<file path="src/rtl/flag_unit.sv">
// rtl/flag_unit.sv - two-stage pipelined ALU result/flag generator feeding the 6-bit flag register
// Optional zero-result counter (zero_cnt/zero_cnt_clr) is built when FLAG_ZERO_CNT_EN is defined.
module flag_unit #(
    parameter int WIDTH     = 16,
    parameter bit SIGNED_GT = 1'b0
) (
    input  logic             clk,
    input  logic             reset,
    input  logic             in_valid,
    input  logic [2:0]       op,
    input  logic [WIDTH-1:0] a,
    input  logic [WIDTH-1:0] b,
    input  logic             stall,
    input  logic             flush,
`ifdef FLAG_ZERO_CNT_EN
    input  logic             zero_cnt_clr,
    output logic [15:0]      zero_cnt,
`endif
    output logic [WIDTH-1:0] result_out,
    output logic             result_we,
    output logic [5:0]       flags_out,
    output logic             flags_valid
);

    localparam logic [2:0] OP_ADD = 3'd0;
    localparam logic [2:0] OP_SUB = 3'd1;
    localparam logic [2:0] OP_CMP = 3'd2;
    localparam logic [2:0] OP_AND = 3'd3;
    localparam logic [2:0] OP_OR  = 3'd4;
    localparam logic [2:0] OP_XOR = 3'd5;
    localparam logic [2:0] OP_ADC = 3'd6;

    localparam int F_C  = 0;
    localparam int F_Z  = 1;
    localparam int F_S  = 2;
    localparam int F_GT = 3;
    localparam int F_EQ = 4;
    localparam int F_P  = 5;

    logic             s1_valid_q;
    logic [2:0]       s1_op_q;
    logic [WIDTH-1:0] s1_a_q;
    logic [WIDTH-1:0] s1_b_q;
    logic [WIDTH-1:0] result_q;
    logic [5:0]       flags_q;
    logic             flags_valid_q;
    logic             result_we_q;

    logic [WIDTH-1:0] result_d;
    logic [5:0]       flags_d;
    logic             result_we_d;

    logic [WIDTH:0]   sum_w;
    logic [WIDTH:0]   diff_w;
    logic [WIDTH-1:0] alu_r;
    logic             gt_w;
    logic             c_nxt;
    logic             gt_nxt;
    logic             eq_nxt;
    logic             upd_zsp;

    // Carry-in is read from the committed flags in stage 2, so back-to-back ADC needs no forwarding.
    always_comb begin
        sum_w  = {1'b0, s1_a_q} + {1'b0, s1_b_q}
               + {{WIDTH{1'b0}}, (s1_op_q == OP_ADC) & flags_q[F_C]};
        diff_w = {1'b0, s1_a_q} - {1'b0, s1_b_q};
        gt_w   = SIGNED_GT ? ($signed(s1_a_q) > $signed(s1_b_q)) : (s1_a_q > s1_b_q);

        alu_r       = s1_a_q;
        result_d    = s1_a_q;
        result_we_d = 1'b1;
        c_nxt       = flags_q[F_C];
        gt_nxt      = flags_q[F_GT];
        eq_nxt      = flags_q[F_EQ];
        upd_zsp     = 1'b1;

        case (s1_op_q)
            OP_ADD, OP_ADC: begin
                alu_r = sum_w[WIDTH-1:0];
                c_nxt = sum_w[WIDTH];
            end
            OP_SUB, OP_CMP: begin
                alu_r  = diff_w[WIDTH-1:0];
                c_nxt  = diff_w[WIDTH];
                gt_nxt = gt_w;
                eq_nxt = (s1_a_q == s1_b_q);
            end
            OP_AND: begin
                alu_r = s1_a_q & s1_b_q;
                c_nxt = 1'b0;
            end
            OP_OR: begin
                alu_r = s1_a_q | s1_b_q;
                c_nxt = 1'b0;
            end
            OP_XOR: begin
                alu_r = s1_a_q ^ s1_b_q;
                c_nxt = 1'b0;
            end
            default: begin
                upd_zsp = 1'b0;
            end
        endcase

        if (s1_op_q == OP_CMP) begin
            result_we_d = 1'b0;
        end else begin
            result_d = alu_r;
        end

        flags_d = {upd_zsp ? ~^alu_r           : flags_q[F_P],
                   eq_nxt,
                   gt_nxt,
                   upd_zsp ? alu_r[WIDTH-1]    : flags_q[F_S],
                   upd_zsp ? (alu_r == '0)     : flags_q[F_Z],
                   c_nxt};
    end

    // Flush outranks stall; idle slots leave result/flags untouched.
    always_ff @(posedge clk or negedge reset) begin
        if (!reset) begin
            s1_valid_q    <= 1'b0;
            s1_op_q       <= '0;
            s1_a_q        <= '0;
            s1_b_q        <= '0;
            result_q      <= '0;
            flags_q       <= '0;
            flags_valid_q <= 1'b0;
            result_we_q   <= 1'b0;
        end else if (flush) begin
            s1_valid_q    <= 1'b0;
            flags_valid_q <= 1'b0;
            result_we_q   <= 1'b0;
        end else if (!stall) begin
            s1_valid_q    <= in_valid;
            s1_op_q       <= op;
            s1_a_q        <= a;
            s1_b_q        <= b;
            flags_valid_q <= s1_valid_q;
            result_we_q   <= s1_valid_q & result_we_d;
            if (s1_valid_q) begin
                result_q <= result_d;
                flags_q  <= flags_d;
            end
        end
    end

`ifdef FLAG_ZERO_CNT_EN
    logic [15:0] zero_cnt_q;
    logic        load_en;

    // Count at the load edge itself so a held strobe during stall is not counted twice.
    assign load_en = s1_valid_q & ~stall & ~flush;

    always_ff @(posedge clk or negedge reset) begin
        if (!reset) begin
            zero_cnt_q <= '0;
        end else if (zero_cnt_clr) begin
            zero_cnt_q <= '0;
        end else if (load_en && flags_d[F_Z] && (zero_cnt_q != 16'hFFFF)) begin
            zero_cnt_q <= zero_cnt_q + 16'd1;
        end
    end

    assign zero_cnt = zero_cnt_q;
`endif

    assign result_out  = result_q;
    assign result_we   = result_we_q;
    assign flags_out   = flags_q;
    assign flags_valid = flags_valid_q;

endmodule

</file>
<file path="config.mk">
export PLATFORM = sky130hd
export DESIGN_NAME = flag_unit
export DESIGN_NICKNAME = d
export VERILOG_FILES = /design/src/rtl/flag_unit.sv
export SDC_FILE = /design/constraint.sdc
export NUM_CORES = 1
export LEC_CHECK = 0
export CORE_MARGIN = 2
export CORE_UTILIZATION = 45
export CTS_CLUSTER_DIAMETER = 100
export DETAILED_ROUTE_END_ITERATION = 16
export PLACE_DENSITY_LB_ADDON = 0.12
export SYNTH_ARGS = -nofsm -noshare
export SYNTH_HDL_FRONTEND = slang
export SYNTH_SLANG_ARGS = --single-unit
</file>
<file path="constraint.sdc">
create_clock -name clk -period 5.7 [get_ports clk]
set_input_delay 0.57 -clock clk [delete_from_list [all_inputs] [get_ports clk]]
set_output_delay 0.57 -clock clk [all_outputs]
set_load 0.03 [all_outputs]
</file>
==> results of run 1 <==
## report_power, final
part / internal (mW) / switching [mW] / total [mW]
registers: 0.516 / 0.0776 / 0.593
clock network: 0.361 / 0.208 / 0.569
logic: 0.592 / 0.832 / 1.42
total: 1.47 / 1.12 / 2.59
## layer usage
metal	share of wire	global-route usage	wire, um
met1	0.45	0.4110	8382
met2	0.45	0.4631	8432
met3	0.071	0.04676	1312
met4	0.022	0.1098	404
met5	0	0	0
## worst reg2reg max path: cells and delay by family (launching register included)
kind | cells | cell delay, ns
AOI/OAI and AO/OA | 6 | 1.08
xor gates and xnor gates | 3 | 0.47
adders and majority gates | 3 | 0.92
buffers and inverters | 1 | 0.06
DFF | 1 | 0.81
muxes | 1 | 0.20
and+or+nand+nor | 4 | 0.58
## area by class of cell
type / instances / area (um2) / share of cell area
Multi-Input combinational cell: 549 / 3607 / 0.5575
Sequential cell: 60 / 1501 / 0.2321
Tap cell: 147 / 183.9 / 0.02843
Inverter: 52 / 195.2 / 0.03017
Clock inverter: 4 / 47.55 / 0.007349
Timing Repair Buffer: 70 / 678.2 / 0.1048
Clock buffer: 12 / 256.5 / 0.03964
## flip-flops by register name (all words and copies together), names as in the netlist
name and cells:
flags_out 6, flags_valid 1, result_out 16, result_we 1, s1_a_q 16, s1_b_q 16, s1_op_q 3, s1_valid_q 1
## cells in the mapped netlist (4+ instances only)
master	n
sky130_fd_sc_hd__nor3_1	12
sky130_fd_sc_hd__o31a_1	5
sky130_fd_sc_hd__o221ai_1	9
sky130_fd_sc_hd__xnor2_1	16
sky130_fd_sc_hd__inv_1	50
sky130_fd_sc_hd__nor2b_1	6
sky130_fd_sc_hd__nand2_1	81
sky130_fd_sc_hd__a211oi_1	7
sky130_fd_sc_hd__nand2b_1	13
sky130_fd_sc_hd__clkbuf_1	26
sky130_fd_sc_hd__o21ai_0	93
sky130_fd_sc_hd__o211ai_1	8
sky130_fd_sc_hd__o21a_1	4
sky130_fd_sc_hd__o22ai_1	7
sky130_fd_sc_hd__dfrtp_1	60
sky130_fd_sc_hd__nor4_1	4
sky130_fd_sc_hd__a31oi_1	9
sky130_fd_sc_hd__nand3_1	11
sky130_fd_sc_hd__ha_1	61
sky130_fd_sc_hd__a21o_1	14
sky130_fd_sc_hd__a22o_1	4
sky130_fd_sc_hd__a22oi_1	6
sky130_fd_sc_hd__nor2_1	68
sky130_fd_sc_hd__a21oi_1	43
## per-stage QoR
step,area [um2],setup slack [ns]
after global routing,6470,1.220
final,6470,1.466
after global placement,6166,1.622
after floorplan,5438,1.913
after CTS,6470,1.541
after detailed placement,6166,1.558
## kinds of logic after synthesis
family / share of synthesized area
AO/OA/AOI/OAI: 0.2975
multiplexers: 0.009664
adder cells (fa/ha/maj): 0.1514
XOR/XNOR: 0.02738
AND/OR/NAND/NOR: 0.1760
buffers and inverters: 0.06190
flip-flops: 0.2761
## path summary, 6_finish.rpt
check                                             to  cells after the start                 startpoint
max reg2reg                 flags_out[5]$_DFFE_PN0P_                     18     s1_op_q[0]$_DFFE_PN0P_
min reg2reg                result_out[4]$_DFFE_PN0P_                      2  result_out[4]$_DFFE_PN0P_
min                            s1_a_q[2]$_DFFE_PN0P_                      2                      reset
min in group clk           result_out[4]$_DFFE_PN0P_                      2  result_out[4]$_DFFE_PN0P_
max in group asynchronous  result_out[6]$_DFFE_PN0P_                      2                      reset
max                         flags_out[5]$_DFFE_PN0P_                     18     s1_op_q[0]$_DFFE_PN0P_
==> reports/metrics.json, run 1 <==
{
  "floorplan.die.width_um": 113.9,
  "yosys_register_bits": 60,
  "hpwl_mm": 13.46,
  "postRouteAntennaNets": 0,
  "clock.fmax_mhz": 236.2,
  "worst_setup_path_start_kind": "flip-flop",
  "global_route.overflow_total": 0,
  "globalRouteTotalUtil": 0.2952,
  "critPathTopFamily": "compound AO/OA/AOI/OAI gates",
  "utilization": 0.5432,
  "synth.top_cell.area_share": 0.2761,
  "grt_antenna_before_repair": 0,
  "power_density_over_the_cells_nw_per_um2": 399.7,
  "critPathRequiredTime_ns": 5.92,
  "synthesis.yosys.warnings": 0,
  "finalWorstPathRequiredPeriod_ns": 4.234,
  "finalHoldViolCount": 0,
  "hold_buffers": 0,
  "layout-drive-gt1-share": 0.05489,
  "cts.root.buffer_cell": "sky130_fd_sc_hd__clkbuf_16",
  "synth_enable_flop_cells": 0,
  "synth_top_area_cell": "sky130_fd_sc_hd__dfrtp_1",
  "critical_path_buf_inv_count": 1,
  "cp_slowest_cell": "sky130_fd_sc_hd__dfrtp_1",
  "die_height_um": 113.9,
  "antenna_cells_inserted": 0,
  "final-max-slew-violation-count": 0,
  "vdd_ir_drop_max_mv": 0.1752,
  "critPathArrivalTime_ns": 4.45,
  "row_count": 40,
  "cp_cell_sequence": "nor2_1, nand2_1, fa_1, inv_1, fa_1, a21o_2, nand4_1, nand3_1, a31o_2, a21boi_0, o21bai_1, mux2i_1, o22ai_1, ha_1, xor2_1, xnor2_1, xnor2_1, o21ai_0",
  "floorplan.core_area_um2": 11910,
  "slew_headroom": 0.3350,
  "wire_per_inst_um": 20.73,
  "asyncSetResetFlopFracSynth": 1.000,
  "ff2ff_setup_slack_ns": 1.47,
  "drt-vias-per-instance": 6.119,
  "route.vias.total": 5470,
  "layout.filler_cells": 1172,
  "grt_pass1_vias": 5289,
  "postSynthCellCount": 694,
  "timing.clock.skew_ns": 0.01037,
  "drc": 0,
  "netlist_top_cells_area": "sky130_fd_sc_hd__dfrtp_1, sky130_fd_sc_hd__ha_1, sky130_fd_sc_hd__o21ai_0",
  "max-clock-path-buffers": 2,
  "setup_viol_count_final": 0,
  "setup_repair_after_global_routing_missed_its_margin": "no",
  "post_cts_resize_count": 0,
  "routed_wl_mm": 18.53,
  "effective_utilization_at_floorplan": 0.4565,
  "floorplan.io_pins": 64,
  "tightest_slew_ns": 0.9969,
  "path_max_fanout": 20,
  "postSynthAreaPerCell_um2": 7.835,
  "holdWs_ns": 0.3793,
  "most-common-layout-cells": "sky130_fd_sc_hd__o21ai_0, sky130_fd_sc_hd__nand2_1, sky130_fd_sc_hd__nor2_1, sky130_fd_sc_hd__clkdlybuf4s50_1, sky130_fd_sc_hd__ha_1",
  "layout_commonest_cell": "sky130_fd_sc_hd__o21ai_0",
  "gpl.final_weighted_congestion": 0.9316,
  "maximum_number_of_pins_on_one_net_before_global_route_repair": 71,
  "worstHoldPathType": "input port to async pin",
  "fp.dieArea_um2": 12980,
  "numPlacedInstances": 878,
  "distinct_cell_type_count_of_the_synthesized_netlist": 72,
  "postSynth.topFlopCell": "sky130_fd_sc_hd__dfrtp_1",
  "drv_cap": 0,
  "ctsHtreeMaxLevel": 3,
  "first_pass_grt_wire_length_mm": 29.42,
  "area.growth.synth_to_final_pct": 18.98,
  "placement.io_buffers": 63,
  "finish.cell_count_without_fillers": 894,
  "setup.worst_path.end_class": "flip-flop",
  "post_synth_instance_area_um2": 5438,
  "setup_tns_ns": 0,
  "total_leakage_power_nw": 2.862,
  "clock_sinks": 60,
  "crit_type": "flip-flop to flip-flop",
  "nets": 846,
  "outcome": "finished clean",
  "drtPass1Iterations": 8,
  "clk-insertion-delay-late_ns": 0.35,
  "cts_made_buffers": 9,
  "tritoncts": "yes",
  "postSynthNetCount": 798,
  "period_share": 0.7429,
  "sequential_to_total_area_share_from_yosys_stat": 0.2761,
  "clkTransAtPathRegs_ns": 0.06,
  "slowest_delay_ns": 0.81,
  "finalPower_mw": 2.586,
  "post_cts.repair.setup_buffers": 0,
  "drt_iter0_drc": 454
}
(Power assumes the default switching activity.)
==> inputs of run 2 (changes only) <==
==> constraint.sdc (replaced) <==
create_clock -name clk -period 3.45 [get_ports clk]
set_input_delay 0.345 -clock clk [delete_from_list [all_inputs] [get_ports clk]]
set_output_delay 0.345 -clock clk [all_outputs]
set_load 0.03 [all_outputs]
==> run 2 against run 1 <==
The run now ends with negative setup slack left. Count of clock-buffer cells in the layout shrank 1. Wire length rose by 7.9%. Cell area up 19%. Sequential cell count did not move. Critical endpoint unchanged. Largest power group unchanged.
==> reports/metrics.json, run 2 (synthesized netlist as in run 1, its figures left out) <==
{
  "worst_setup_path_start_kind": "flip-flop",
  "routed_wl": {"value": 19.99, "unit": "mm", "change": "+7.9%"},
  "area.growth.synth_to_final_pct": 41.03,
  "route.vias.total": {"value": 6028, "change": "+10%"},
  "setup.worst_path.end_class": "flip-flop",
  "hpwl": {"value": 15.20, "unit": "mm", "change": "+13%"},
  "critPathRequiredTime": {"value": 3.68, "unit": "ns", "change": "-2.24 ns"},
  "timing.clock.skew": {"value": 0.007887, "unit": "ns", "change": "-0.002488 ns"},
  "most-common-layout-cells": "sky130_fd_sc_hd__buf_4, sky130_fd_sc_hd__o21ai_0, sky130_fd_sc_hd__nand2_1, sky130_fd_sc_hd__nor2_1, sky130_fd_sc_hd__clkdlybuf4s50_1",
  "global_route.overflow_total": {"value": 0, "change": "unchanged"},
  "ctsHtreeMaxLevel": {"value": 3, "change": "unchanged"},
  "max-clock-path-buffers": {"value": 2, "change": "unchanged"},
  "globalRouteTotalUtil": {"value": 0.3186, "change": "+0.02343"},
  "die_height": {"value": 113.9, "unit": "um", "change": "unchanged"},
  "vdd_ir_drop_max": {"value": 0.3420, "unit": "mV", "change": "+95%"},
  "path_max_fanout": {"value": 2, "change": "-90%"},
  "nets": {"value": 992, "change": "+17%"},
  "outcome": "finished, violations left",
  "grt_pass1_vias": {"value": 5924, "change": "+12%"},
  "power_frac_clock": {"value": 0.184, "change": "-0.036"},
  "postLayoutCellArea": {"value": 7669, "unit": "um2", "change": "+19%"},
  "crit_type": "flip-flop to flip-flop",
  "period_share": {"value": 1.037, "change": "+0.2936"},
  "clk-insertion-delay-late": {"value": 0.35, "unit": "ns", "change": "about the same"},
  "globalRouteMet1Util": {"value": 0.4480, "change": "+0.03697"},
  "drv_cap": {"value": 0, "change": "unchanged"},
  "cell_internal_pwr": {"value": 2.830, "unit": "mW", "change": "+93%"},
  "grtUsageMet3": {"value": 0.04835, "change": "+0.001594"},
  "critPathArrivalTime": {"value": 3.80, "unit": "ns", "change": "-0.65 ns"},
  "clkTransAtPathRegs": {"value": 0.05, "unit": "ns", "change": "about the same"},
  "ff2ff_setup_slack": {"value": -0.13, "unit": "ns", "change": "-1.59 ns"},
  "antenna_cells_inserted": {"value": 0, "change": "unchanged"},
  "postRouteAntennaNets": {"value": 0, "change": "unchanged"},
  "comb_power_share": {"value": 0.619, "change": "+0.068"},
  "drt-vias-per-instance": {"value": 5.807, "change": "-5.1%"},
  "first_pass_grt_wire_length": {"value": 31.75, "unit": "mm", "change": "+7.9%"},
  "clock.fmax": {"value": 279.6, "unit": "MHz", "change": "+18%"},
  "drtPass1Iterations": {"value": 5, "change": "-3"},
  "failed_checks": "negative setup slack",
  "layout-drive-gt1-share": {"value": 0.2323, "change": "+0.1774"},
  "wire_per_inst": {"value": 19.26, "unit": "um", "change": "-7.1%"},
  "worst_r2r_path_depth": {"value": 19, "change": "+1"},
  "worstHoldPathType": "input port to async pin",
  "drt_iter0_drc": {"value": 506, "change": "+11%"},
  "cts.root.buffer_cell": "sky130_fd_sc_hd__clkbuf_16",
  "drc": {"value": 0, "change": "unchanged"},
  "grt_antenna_before_repair": {"value": 0, "change": "unchanged"},
  "r2r-start": "s1_a_q[0]$_DFFE_PN0P_",
  "effective_utilization_at_floorplan": {"value": 0.4565, "change": "unchanged"},
  "cts_made_buffers": {"value": 9, "change": "unchanged"},
  "maximum_number_of_pins_on_one_net_before_global_route_repair": {"value": 44, "change": "-38%"},
  "placed_cell_area": {"value": 7187, "unit": "um2", "change": "+17%"},
  "floorplan.io_pins": {"value": 64, "change": "unchanged"},
  "gpl.final_weighted_congestion": {"value": 0.9461, "change": "+1.6%"},
  "placement.io_buffers": {"value": 63, "change": "unchanged"},
  "layout.filler_cells": {"value": 1074, "change": "-8.4%"},
  "switchingPower": {"value": 2.007, "unit": "mW", "change": "+80%"},
  "power_density_over_the_cells": {"value": 630.8, "unit": "nW/um2", "change": "+58%"},
  "row_count": {"value": 40, "change": "unchanged"},
  "slew_headroom": {"value": 0.3054, "change": "-0.02961"},
  "grt_util_met2": {"value": 0.4929, "change": "+0.02976"},
  "total_leakage_power": {"value": 3.598, "unit": "nW", "change": "+26%"},
  "final_critical_path_setup_slack": {"value": -0.1259, "unit": "ns", "change": "-1.591 ns"},
  "floorplan.die.width": {"value": 113.9, "unit": "um", "change": "unchanged"},
  "tightest_slew": {"value": 1.042, "unit": "ns", "change": "+0.04498 ns"},
  "finalWorstPathRequiredPeriod": {"value": 3.576, "unit": "ns", "change": "-0.6585 ns"},
  "floorplan.core_area": {"value": 11910, "unit": "um2", "change": "unchanged"},
  "holdWs": {"value": 0.1905, "unit": "ns", "change": "-0.1888 ns"},
  "finalHoldViolCount": {"value": 0, "change": "unchanged"},
  "final-max-slew-violation-count": {"value": 0, "change": "unchanged"},
  "r2r_end": "flags_out[5]$_DFFE_PN0P_",
  "setup_repair_after_global_routing_missed_its_margin": "yes",
  "fp.dieArea": {"value": 12980, "unit": "um2", "change": "unchanged"},
  "setup_viol_count_final": {"value": 1, "change": "+1"},
  "grt_busiest_layer": "met2",
  "clock_sinks": {"value": 60, "change": "unchanged"},
  "layout_commonest_cell": "sky130_fd_sc_hd__buf_4",
  "tritoncts": "yes",
  "p_sw_frac": {"value": 0.4150, "change": "-0.01729"},
  "sequentialPowerShare": {"value": 0.197, "change": "-0.032"}
}
run 2: metal layers:
layer,part of all wire,up-vias
met4,0.029,0
met3,0.078,44
met2,0.44,287
li1,-,2857
met5,0,-
met1,0.45,2840
run 2: area by class of cell:
class | instances | area (um2) | share of cell area
well taps | 147 | 183.9 | 0.02398
inverters | 52 | 195.2 | 0.02545
clock inverters | 3 | 40.04 | 0.005221
multi-input cells | 549 | 3741 | 0.4878
repair buffers | 216 | 1774 | 0.2314
clock buffers | 11 | 232.7 | 0.03035
flip-flops and latches | 60 | 1501 | 0.1958
run 2: worst max-delay path by stage:
stage / from / to / slack (ns) / cells past startpoint
after global routing: s1_op_q[2]$_DFFE_PN0P_ / flags_out[5]$_DFFE_PN0P_ / -0.28 / 17
after CTS: s1_op_q[2]$_DFFE_PN0P_ / flags_out[5]$_DFFE_PN0P_ / -0.14 / 19
after detailed placement: s1_a_q[0]$_DFFE_PN0P_ / flags_out[5]$_DFFE_PN0P_ / -0.47 / 18
final: s1_a_q[0]$_DFFE_PN0P_ / flags_out[5]$_DFFE_PN0P_ / -0.13 / 19
after floorplan: s1_op_q[2]$_DFFE_PN0P_ / flags_out[5]$_DFFE_PN0P_ / -0.08 / 20
after global placement: s1_a_q[0]$_DFFE_PN0P_ / flags_out[5]$_DFFE_PN0P_ / -0.49 / 18
run 2: power by group through the flow:
| stage | registers (mW) | logic [mW] | clock network (mW) |
|---|---|---|---|
| final | 0.954 | 2.99 | 0.890 |
| after global routing | 0.971 | 3.23 | 0.921 |
| after CTS | 0.951 | 2.94 | 0.894 |
| after detailed placement | 0.961 | 2.75 | 0 |
| after global placement | 0.956 | 2.76 | 0 |
| after floorplan | 1.14 | 1.45 | 0 |
run 2: timing repair:
action | CTS | global route
pin swaps | 14 | 7
hold buffers | 0 | 0
buffers inserted | 11 | 3
hold endpoints to repair | 0 | 0
endpoints found under the setup margin | 2 | 3
gates resized for setup | 22 | 10
run 2: metrics by stage:
step                      setup WS, ns    util  power [mW]  setup TNS, ns  std cells
after global routing           -0.2835  0.6438       5.122        -0.2835       1038
after detailed placement       -0.4660  0.6034       3.716        -0.5526       1012
final                          -0.1259  0.6438       4.837        -0.1259       1038
after floorplan               -0.07840       -       2.598       -0.07840        694
after global placement         -0.4921  0.6034       3.713        -0.6193       1012
after CTS                      -0.1363  0.6398       4.788        -0.1753       1037
run 2: critical path, stage by stage (launching register included):
cell                       delay, ns
sky130_fd_sc_hd__dfrtp_1        0.39
sky130_fd_sc_hd__inv_2          0.06
sky130_fd_sc_hd__ha_1           0.18
sky130_fd_sc_hd__inv_1          0.06
sky130_fd_sc_hd__fa_2           0.36
sky130_fd_sc_hd__and2b_1        0.17
sky130_fd_sc_hd__o21a_1         0.20
sky130_fd_sc_hd__o211ai_1       0.24
sky130_fd_sc_hd__buf_4          0.15
sky130_fd_sc_hd__a21boi_1       0.08
sky130_fd_sc_hd__buf_4          0.17
sky130_fd_sc_hd__nor2_4         0.15
sky130_fd_sc_hd__xnor2_2        0.09
sky130_fd_sc_hd__o21ai_1        0.15
sky130_fd_sc_hd__o22ai_2        0.11
sky130_fd_sc_hd__ha_1           0.32
sky130_fd_sc_hd__xor2_1         0.16
sky130_fd_sc_hd__xnor2_1        0.18
sky130_fd_sc_hd__xnor2_1        0.14
sky130_fd_sc_hd__o21ai_1        0.08
==> inputs of run 3 (changes only) <==
--- a/config.mk
+++ b/config.mk
@@ -5,7 +5,6 @@
 export SDC_FILE = /design/constraint.sdc
 export NUM_CORES = 1
 export LEC_CHECK = 0
-export CORE_MARGIN = 2
 export CORE_UTILIZATION = 45
 export CTS_CLUSTER_DIAMETER = 100
 export DETAILED_ROUTE_END_ITERATION = 16
==> run 3 against run 2 <==
The flow finishes with violations (design-rule violations, negative setup slack). Core utilization is 2.1 points higher. Count of clock-buffer cells in the layout did not move. Critical path depth is the same. Maximum frequency down 2.2%. Sequential share of layout area shrank 0.14 points. Worst setup slack lost 0.079 ns. Sequential power about the same. Cell area rose by 0.70%. Combinational power grew 4%. Clock power hardly changed. Power is 2.6% higher. First-iteration DRC count rose by 1.2%. Critical path type unchanged.
==> reports/metrics.json, run 3 (synthesized netlist as in run 1, its figures left out) <==
{
  "clk-insertion-delay-late": {"value": 0.34, "unit": "ns", "change": "about the same"},
  "area.growth.synth_to_final_pct": 42.02,
  "first_pass_grt_wire_length": {"value": 31.78, "unit": "mm", "change": "about the same"},
  "route.vias.total": {"value": 5966, "change": "-1.0%"},
  "r2r-start": "s1_op_q[2]$_DFFE_PN0P_",
  "switchingPower": {"value": 2.079, "unit": "mW", "change": "+3.6%"},
  "wire_per_inst": {"value": 19.56, "unit": "um", "change": "+1.6%"},
  "routed_wl": {"value": 20.13, "unit": "mm", "change": "+0.69%"},
  "drt_iter0_drc": {"value": 512, "change": "+1.2%"},
  "drt-vias-per-instance": {"value": 5.798, "change": "-0.16%"},
  "hold_buffers": {"value": 0, "change": "unchanged"},
  "worst_r2r_path_depth": {"value": 19, "change": "unchanged"},
  "floorplan.die.width": {"value": 111.9, "unit": "um", "change": "-1.8%"},
  "gpl.final_weighted_congestion": {"value": 0.9440, "change": "-0.22%"},
  "failed_checks": "design-rule violations, negative setup slack",
  "comb_power_share": {"value": 0.627, "change": "+0.008"},
  "fp.dieArea": {"value": 12530, "unit": "um2", "change": "-3.5%"},
  "nets": {"value": 986, "change": "-0.60%"},
  "total_leakage_power": {"value": 3.569, "unit": "nW", "change": "-0.80%"},
  "setup_viol_count_final": {"value": 1, "change": "unchanged"},
  "timing.clock.skew": {"value": 0.009774, "unit": "ns", "change": "+0.001887 ns"},
  "drv_cap": {"value": 0, "change": "unchanged"},
  "outcome": "finished, violations left",
  "floorplan.core_area": {"value": 11610, "unit": "um2", "change": "-2.5%"},
  "drtPass1Iterations": {"value": 13, "change": "+8"},
  "p_sw_frac": {"value": 0.4189, "change": "+0.003896"},
  "worstHoldPathType": "input port to async pin",
  "row_count": {"value": 39, "change": "-2.5%"},
  "hpwl": {"value": 15.19, "unit": "mm", "change": "about the same"},
  "die_height": {"value": 111.9, "unit": "um", "change": "-1.8%"},
  "clock.fmax": {"value": 273.6, "unit": "MHz", "change": "-2.2%"},
  "crit_type": "flip-flop to flip-flop",
  "maximum_number_of_pins_on_one_net_before_global_route_repair": {"value": 44, "change": "unchanged"},
  "setup_repair_after_global_routing_missed_its_margin": "yes",
  "layout_commonest_cell": "sky130_fd_sc_hd__buf_4",
  "antenna_cells_inserted": {"value": 0, "change": "unchanged"},
  "critPathArrivalTime": {"value": 3.88, "unit": "ns", "change": "+0.08 ns"},
  "critPathRequiredTime": {"value": 3.67, "unit": "ns", "change": "about the same"},
  "cts.root.buffer_cell": "sky130_fd_sc_hd__clkbuf_16",
  "worst_setup_path_start_kind": "flip-flop",
  "effective_utilization_at_floorplan": {"value": 0.4682, "change": "+0.01171"},
  "path_max_fanout": {"value": 3, "change": "+1"},
  "utilization": {"value": 0.6649, "change": "+0.02114"},
  "final-max-slew-violation-count": {"value": 0, "change": "unchanged"},
  "cts_made_buffers": {"value": 9, "change": "unchanged"},
  "sequentialPowerShare": {"value": 0.193, "change": "-0.004"},
  "max-clock-path-buffers": {"value": 2, "change": "unchanged"},
  "drc": {"value": 2, "change": "+2"},
  "grt_antenna_before_repair": {"value": 0, "change": "unchanged"},
  "tritoncts": "yes",
  "slew_headroom": {"value": 0.4027, "change": "+0.09735"},
  "r2r_end": "flags_out[5]$_DFFE_PN0P_",
  "grt_pass1_vias": {"value": 5792, "change": "-2.2%"},
  "globalRouteTotalUtil": {"value": 0.3340, "change": "+0.01535"},
  "post-place-ws": {"value": -0.3910, "unit": "ns", "change": "+0.07499 ns"},
  "final_critical_path_setup_slack": {"value": -0.2050, "unit": "ns", "change": "-0.07902 ns"},
  "period_share": {"value": 1.059, "change": "+0.02290"},
  "cell_internal_pwr": {"value": 2.884, "unit": "mW", "change": "+1.9%"},
  "finalWorstPathRequiredPeriod": {"value": 3.655, "unit": "ns", "change": "+0.07902 ns"},
  "setup_tns": {"value": -0.2050, "unit": "ns", "change": "-0.07902 ns"},
  "power_density_over_the_cells": {"value": 642.7, "unit": "nW/um2", "change": "+1.9%"},
  "finalHoldViolCount": {"value": 0, "change": "unchanged"},
  "layout-drive-gt1-share": {"value": 0.2393, "change": "+0.006954"},
  "most-common-layout-cells": "sky130_fd_sc_hd__buf_4, sky130_fd_sc_hd__o21ai_0, sky130_fd_sc_hd__nand2_1, sky130_fd_sc_hd__nor2_1, sky130_fd_sc_hd__clkdlybuf4s50_1",
  "power_frac_clock": {"value": 0.180, "change": "-0.004"},
  "placement.io_buffers": {"value": 63, "change": "unchanged"},
  "vdd_ir_drop_max": {"value": 0.3189, "unit": "mV", "change": "-6.7%"},
  "tightest_slew": {"value": 0.8959, "unit": "ns", "change": "-0.1460 ns"},
  "setup.worst_path.end_class": "flip-flop",
  "postRouteAntennaNets": {"value": 0, "change": "unchanged"},
  "clkTransAtPathRegs": {"value": 0.06, "unit": "ns", "change": "about the same"},
  "floorplan.io_pins": {"value": 64, "change": "unchanged"},
  "global_route.overflow_total": {"value": 0, "change": "unchanged"},
  "ctsHtreeMaxLevel": {"value": 3, "change": "unchanged"},
  "ff2ff_setup_slack": {"value": -0.20, "unit": "ns", "change": "-0.08 ns"},
  "clock_sinks": {"value": 60, "change": "unchanged"}
}
run 3: final cells by class:
type                            instances  area (um2)
Clock buffer                           11       232.7
Tap cell                              143       178.9
Timing Repair Buffer                  210        1729
Inverter                               52       195.2
Multi-Input combinational cell        549        3834
Clock inverter                          4       51.30
Sequential cell                        60        1501
Fill cell                             992        3891
run 3: worst max-delay path by stage:
stage,startpoint,endpoint,cells after the start
after floorplan,s1_op_q[2]$_DFFE_PN0P_,flags_out[5]$_DFFE_PN0P_,20
after global placement,s1_op_q[2]$_DFFE_PN0P_,flags_out[5]$_DFFE_PN0P_,19
after detailed placement,s1_op_q[2]$_DFFE_PN0P_,flags_out[5]$_DFFE_PN0P_,19
after CTS,s1_a_q[2]$_DFFE_PN0P_,flags_out[5]$_DFFE_PN0P_,15
after global routing,s1_op_q[2]$_DFFE_PN0P_,flags_out[5]$_DFFE_PN0P_,17
final,s1_op_q[2]$_DFFE_PN0P_,flags_out[5]$_DFFE_PN0P_,19
run 3: repair_timing:
| item | in CTS | in global routing |
|---|---|---|
| cloned | 0 | 0 |
| pin swaps | 15 | 19 |
| resized for setup | 15 | 28 |
| setup endpoints to repair | 2 | 2 |
| setup buffers | 7 | 5 |
run 3: critical path, stage by stage, from the launching register on:
cell	delay [ns]
sky130_fd_sc_hd__dfrtp_1	0.42
sky130_fd_sc_hd__nand2_4	0.10
sky130_fd_sc_hd__nor2_4	0.04
sky130_fd_sc_hd__nand2_2	0.06
sky130_fd_sc_hd__fa_2	0.20
sky130_fd_sc_hd__inv_2	0.04
sky130_fd_sc_hd__fa_2	0.33
sky130_fd_sc_hd__a21o_2	0.22
sky130_fd_sc_hd__nand4_1	0.17
sky130_fd_sc_hd__nand3_2	0.13
sky130_fd_sc_hd__a31o_4	0.28
sky130_fd_sc_hd__a21o_1	0.21
sky130_fd_sc_hd__o211ai_1	0.22
sky130_fd_sc_hd__o2bb2ai_2	0.09
sky130_fd_sc_hd__a21o_1	0.20
sky130_fd_sc_hd__ha_4	0.26
sky130_fd_sc_hd__xnor2_2	0.13
sky130_fd_sc_hd__xnor2_1	0.20
sky130_fd_sc_hd__xnor2_1	0.14
sky130_fd_sc_hd__o21ai_1	0.09
run 3: metal layers:
layer	vias up	global-route usage	wire length, um	part of all wire
li1	2848	-	-	-
met1	2780	0.4605	8711	0.43
met2	295	0.5180	9094	0.45
met3	43	0.06042	1718	0.085
met4	0	0.1288	600	0.030
met5	-	0	0	0
run 3: through the flow:
step / cells / power [mW] / cell area [um2] / hold slack, ns
after floorplan: 694 / 2.598 / 5466 / 0.04941
after global placement: 1002 / 3.708 / 7137 / 0.4679
after detailed placement: 1002 / 3.731 / 7137 / 0.4681
after CTS: 1024 / 4.738 / 7540 / 0.1547
after global routing: 1029 / 5.250 / 7722 / 0.2197
final: 1029 / 4.963 / 7722 / 0.1266
run 3: power groups by stage:
| stage | Combinational, mW | Clock (mW) | Sequential (mW) |
|---|---|---|---|
| 2_1_floorplan | 1.45 | 0 | 1.14 |
| 3_3_place_gp | 2.75 | 0 | 0.955 |
| 3_5_place_dp | 2.77 | 0 | 0.964 |
| 4_1_cts | 2.88 | 0.907 | 0.955 |
| 5_1_grt | 3.34 | 0.933 | 0.973 |
| 6_report | 3.11 | 0.893 | 0.956 |
